$ cat src/rtl/multicycle_control.sv
`default_nettype none
// ============================================================================
//  Module      : multicycle_control
//  Description : Moore control FSM for a multicycle MIPS-subset datapath.
//                Sequences fetch/decode/execute/writeback, waits on memory
//                handshakes and traps unsupported encodings into a sticky
//                ILLEGAL state.
//  Revision    : 1.0 - initial release
// ============================================================================
module multicycle_control (
    input  logic        clk,
    input  logic        reset,
    input  logic [31:0] instr,
    input  logic        zero,
    input  logic        neg,
    input  logic        mem_ready,
    output logic        memread,
    output logic        memwrite,
    output logic        iord,
    output logic        irwrite,
    output logic        pcwrite,
    output logic [1:0]  pcsrc,
    output logic        regwrite,
    output logic        regdst,
    output logic        memtoreg,
    output logic        alusrca,
    output logic [1:0]  alusrcb,
    output logic [2:0]  alucontrol,
    output logic        instr_done,
    output logic        illegal,
    output logic [3:0]  state
);

    typedef enum logic [3:0] {
        S_FETCH   = 4'd0,
        S_DECODE  = 4'd1,
        S_MEMADR  = 4'd2,
        S_MEMRD   = 4'd3,
        S_MEMWB   = 4'd4,
        S_MEMWR   = 4'd5,
        S_EXEC_R  = 4'd6,
        S_RWB     = 4'd7,
        S_EXEC_I  = 4'd8,
        S_IWB     = 4'd9,
        S_BRANCH  = 4'd10,
        S_JUMP    = 4'd11,
        S_ILLEGAL = 4'd15
    } state_t;

    state_t      state_q, state_d;
    // run_q marks that reset=1 has been sampled at least once, so the first
    // real FETCH cycle starts one cycle after release.
    logic        run_q, run_d;

    logic [5:0]  w_op;
    logic [5:0]  w_funct;
    logic        w_active;
    logic        w_funct_ok;
    logic [2:0]  w_r_alu;
    logic        w_memread, w_memwrite, w_irwrite, w_pcwrite;
    logic        w_regwrite, w_done, w_illegal;
    logic        w_unused_bits;

    assign w_op          = instr[31:26];
    assign w_funct       = instr[5:0];
    assign w_active      = reset & run_q;
    assign w_unused_bits = ^instr[25:6];

    // R-type function decode: ALU code and legality
    always_comb begin
        w_r_alu    = 3'b010;
        w_funct_ok = 1'b1;
        case (w_funct)
            6'b100001: w_r_alu = 3'b101;
            6'b100011: w_r_alu = 3'b001;
            6'b100100: w_r_alu = 3'b111;
            6'b100101: w_r_alu = 3'b110;
            6'b101011: w_r_alu = 3'b000;
            default:   w_funct_ok = 1'b0;
        endcase
    end

    // State register and reset-release tracker
    always_ff @(posedge clk) begin
        if (!reset) begin
            state_q <= S_FETCH;
            run_q   <= 1'b0;
        end else begin
            state_q <= state_d;
            run_q   <= run_d;
        end
    end

    // Next-state logic and per-state Moore outputs
    always_comb begin
        state_d    = state_q;
        run_d      = 1'b1;
        w_memread  = 1'b0;
        w_memwrite = 1'b0;
        iord       = 1'b0;
        w_irwrite  = 1'b0;
        w_pcwrite  = 1'b0;
        pcsrc      = 2'b00;
        w_regwrite = 1'b0;
        regdst     = 1'b0;
        memtoreg   = 1'b0;
        alusrca    = 1'b0;
        alusrcb    = 2'b00;
        alucontrol = 3'b000;
        w_done     = 1'b0;
        w_illegal  = 1'b0;
        case (state_q)
            S_FETCH: begin
                w_memread  = 1'b1;
                alusrcb    = 2'b01;
                alucontrol = 3'b101;
                w_irwrite  = mem_ready;
                w_pcwrite  = mem_ready;
                if (mem_ready) state_d = S_DECODE;
            end
            S_DECODE: begin
                alusrcb    = 2'b11;
                alucontrol = 3'b101;
                case (w_op)
                    6'b100011, 6'b101011:            state_d = S_MEMADR;
                    6'b000000:                       state_d = S_EXEC_R;
                    6'b001001, 6'b001101, 6'b001111: state_d = S_EXEC_I;
                    6'b000100, 6'b000001:            state_d = S_BRANCH;
                    6'b000010:                       state_d = S_JUMP;
                    default:                         state_d = S_ILLEGAL;
                endcase
            end
            S_MEMADR: begin
                alusrca    = 1'b1;
                alusrcb    = 2'b10;
                alucontrol = 3'b101;
                state_d    = w_op[3] ? S_MEMWR : S_MEMRD;
            end
            S_MEMRD: begin
                w_memread = 1'b1;
                iord      = 1'b1;
                if (mem_ready) state_d = S_MEMWB;
            end
            S_MEMWB: begin
                w_regwrite = 1'b1;
                memtoreg   = 1'b1;
                w_done     = 1'b1;
                state_d    = S_FETCH;
            end
            S_MEMWR: begin
                w_memwrite = 1'b1;
                iord       = 1'b1;
                w_done     = mem_ready;
                if (mem_ready) state_d = S_FETCH;
            end
            S_EXEC_R: begin
                alusrca    = 1'b1;
                alucontrol = w_r_alu;
                state_d    = w_funct_ok ? S_RWB : S_ILLEGAL;
            end
            S_RWB: begin
                w_regwrite = 1'b1;
                regdst     = 1'b1;
                w_done     = 1'b1;
                state_d    = S_FETCH;
            end
            S_EXEC_I: begin
                alusrca = 1'b1;
                alusrcb = 2'b10;
                case (w_op)
                    6'b001001: alucontrol = 3'b101;
                    6'b001101: alucontrol = 3'b110;
                    6'b001111: alucontrol = 3'b011;
                    default:   alucontrol = 3'b010;
                endcase
                state_d = S_IWB;
            end
            S_IWB: begin
                w_regwrite = 1'b1;
                w_done     = 1'b1;
                state_d    = S_FETCH;
            end
            S_BRANCH: begin
                alusrca    = 1'b1;
                alucontrol = 3'b001;
                pcsrc      = 2'b01;
                w_pcwrite  = (w_op == 6'b000100) ? zero : neg;
                w_done     = 1'b1;
                state_d    = S_FETCH;
            end
            S_JUMP: begin
                pcsrc     = 2'b10;
                w_pcwrite = 1'b1;
                w_done    = 1'b1;
                state_d   = S_FETCH;
            end
            default: begin
                // ILLEGAL and unreachable codes trap until reset
                w_illegal = 1'b1;
                state_d   = S_ILLEGAL;
            end
        endcase
        if (!run_q) state_d = S_FETCH;
    end

    // Side-effecting outputs are suppressed during and just after reset
    always_comb begin
        memread    = w_memread  & w_active;
        memwrite   = w_memwrite & w_active;
        irwrite    = w_irwrite  & w_active;
        pcwrite    = w_pcwrite  & w_active;
        regwrite   = w_regwrite & w_active;
        instr_done = w_done     & w_active;
        illegal    = w_illegal  & w_active;
        state      = state_q;
    end

endmodule
`default_nettype wire

$ cat config.mk
export PLATFORM = sky130hd
export DESIGN_NAME = multicycle_control
export DESIGN_NICKNAME = d
export VERILOG_FILES = /design/src/rtl/multicycle_control.sv
export SDC_FILE = /design/constraint.sdc
export NUM_CORES = 1
export LEC_CHECK = 0
export CAP_MARGIN = 10
export CORE_ASPECT_RATIO = 1.1
export CORE_MARGIN = 5
export CORE_UTILIZATION = 30
export CTS_BUF_LIST = sky130_fd_sc_hd__clkbuf_16
export DETAILED_ROUTE_END_ITERATION = 12
export PLACE_DENSITY = 0.7
export SLEW_MARGIN = 15
export SYNTH_ARGS = -nofsm -noshare
export SYNTH_HDL_FRONTEND = slang
export SYNTH_SLANG_ARGS = --single-unit
$ cat constraint.sdc
create_clock -name clk -period 2.2 [get_ports clk]
set_clock_uncertainty 0.2 [all_clocks]
set_input_delay 0.44 -clock clk [delete_from_list [all_inputs] [get_ports clk]]
set_output_delay 0.44 -clock clk [all_outputs]
set_load 0.05 [all_outputs]
==> flow_metrics.tcl <==
set metrics [dict create \
    outcome "complete, but fails checks" \
    violations "negative setup slack" \
    vias_per_cell 5.81 \
    fp-row-count 21 \
    ioPinCount 59 \
    hold_buffers 0 \
    drv_slew 0 \
    yosysUniqueCellTypes 55 \
    power.density_mw_per_mm2 457 \
    start_util_pct 30.8 \
    grt_pass1_vias 1445 \
    hold_viol_final 0 \
    seq_area_frac_synth_pct 10.8 \
    root_buffer "clkbuf_16" \
    ys_async_sr_fraction_pct 0 \
    drtAntennaViolNets 0 \
    place.gp.congestion 0.909 \
    start_kind "flip-flop" \
    hp-start "reset" \
    antenna_found_initial 0 \
    routedWlPerCell_um 19.2 \
    r2r-start "state[3]$_SDFFE_PN0P_" \
    h-tree-depth 1 \
    cts_tree "done" \
    irDropWorstVdd_mv 0.317 \
    fp.dieArea_mm2 0.00432 \
    insertion_delay_ns 0.23 \
    die_height_um 68.4 \
    post-place-cells 224 \
    layout_common_cells "buf_4, buf_12, nor2_1" \
    critPathCaptureType "primary output" \
    drive_above_1_share_pct 63.3 \
    syn_nets 168 \
    syn_avg_cell_area_um2 7.11 \
    antenna_cells 0 \
    cts.path.max_buffers 2 \
    rr_worst_depth 5 \
    setup_viol 3 \
    drc 0 \
    hpwl_um 2940 \
    grt_usage_pct 21.5 \
    syn_inst 131 \
    final_cell_area_mm2 0.00217 \
    r2r_end "state[3]$_SDFFE_PN0P_" \
    worst_slew_pin_slew_ns 0.375 \
    ys_warn_count 0 \
    drt-total-wl_um 4630 \
    io_buffers 38 \
    crit_arrival_ns 1.63 \
    fin_cells 241 \
    drt_iter0_drc 77 \
    clk_pin_slew_ns 0.04 \
    synth-main-ff-cell "dfxtp_1" \
    netlist_area_um2 931 \
    synth-edff-count 0 \
    numCtsBuffers 3 \
    layout_setup_ws_ns -0.0673 \
    fill_cells 193 \
    cap_violations 0 \
    fmax_mhz 441 \
    cts.sinks 5 \
    reg2reg_setup_slack_ns 0.40 \
    hold_path_end "run_q$_DFF_P_" \
    yosys_register_bits 5 \
    hp-class "input port to flip-flop" \
    syn_to_final_growth_pct 133 \
    slew_headroom_pct 74.7 \
    grt_max_degree 14 \
    core-area_mm2 0.00302 \
    grt_overflow 0 \
    final_common_cell "buf_4" \
    p_leak_nw 0.886 \
    grt_pass1_wl_um 7210 \
    rsz0062_at_grt "yes" \
    crit_required_ns 1.56 \
    drt_first_pass_iters 4 \
    crit_path_max_fanout 6 \
    die_w_um 63.1 \
    min_delay_path_depth 1 \
    nets 245 \
    num_vias 1400 \
    placed_cell_area_mm2 0.00181 \
    min_period_ns 2.27 \
    setup.worst_path.class "flip-flop to primary output" \
    fin_crit_sh_pct 103 \
]
layout make-up:
cell class              count  area (um^2)  share of cell area (%)
well taps                  34         42.5                    1.96
clock inverters             1         3.75                   0.173
multi-input cells         112         1030                    47.5
clock buffers               3         75.1                    3.46
flip-flops and latches      5          115                    5.31
repair buffers             83          890                    41.1
inverters                   3         11.3                   0.520
power breakdown:
part / leakage, nW / switching, mW / total, mW / internal, mW
sequential: 0.0440 / 0.0125 / 0.109 / 0.0969
combinational: 0.800 / 0.311 / 0.579 / 0.268
clock: 0.0423 / 0.0662 / 0.302 / 0.236
metal layers:
metal  vias to the layer above  global-route usage, %  share of wire, %
li1                        642                      -                 -
met1                       664                   22.7                35
met3                        22                   1.97               6.0
met2                        72                   43.5                54
met5                         -                      0                 0
met4                         0                   8.75               4.7
flip-flops by register name, summed over array words and instances (netlist names):
signal  count
state       4
run_q       1
synthesized netlist by cell type, drive strengths merged (4+ instances only):
cell / number / area [um^2]
nor2: 16 / 60.1
buf: 10 / 67.6
o21ai: 10 / 53.8
nand2: 8 / 30.0
nand2b: 8 / 57.6
a21oi: 7 / 35.0
nor3: 7 / 40.0
dfxtp: 5 / 100
nor2b: 4 / 25.0
through the flow:
step | utilization, % | hold WS, ns | power, mW | TNS [ns] | worst slack [ns]
final | 71.7 | 0.195 | 0.990 | -0.135 | -0.0673
after global routing | 71.7 | 0.213 | 1.03 | -0.340 | -0.0926
after CTS | 69.2 | 0.521 | 0.956 | -0.123 | -0.0818
after detailed placement | 59.8 | 0.507 | 0.610 | -2.07 | -0.379
after global placement | 59.8 | 0.486 | 0.603 | -1.74 | -0.329
after floorplan | - | 0.268 | 0.389 | -0.307 | -0.209
critical path, stage by stage (launching register included):
cell,delay [ns]
dfxtp_4,0.35
nand2b_4,0.14
or4_4,0.45
o31ai_4,0.27
buf_12,0.17
repair_timing:
action | CTS | global route
pin swaps | 17 | 14
resized for setup | 63 | 18
setup buffers | 8 | 6
setup endpoints to repair | 10 | 11
kinds of logic after synthesis:
group,share of synthesized area [%]
flops,10.8
compound gates,32.4
simple gates,41.3
buf+inv,8.87
xor+xnor,4.57
mux,2.15
worst max-delay path by stage:
stage | cells past startpoint | slack (ns) | end | startpoint
after floorplan | 6 | -0.21 | pcwrite | state[1]$_SDFFE_PN0P_
after global placement | 6 | -0.33 | alucontrol[0] | instr[27]
after detailed placement | 6 | -0.38 | alucontrol[1] | instr[31]
after CTS | 4 | -0.08 | alucontrol[2] | state[3]$_SDFFE_PN0P_
after global routing | 4 | -0.09 | alucontrol[2] | state[3]$_SDFFE_PN0P_
final | 4 | -0.07 | alucontrol[2] | state[3]$_SDFFE_PN0P_
Power figures use the tool's default switching activity.
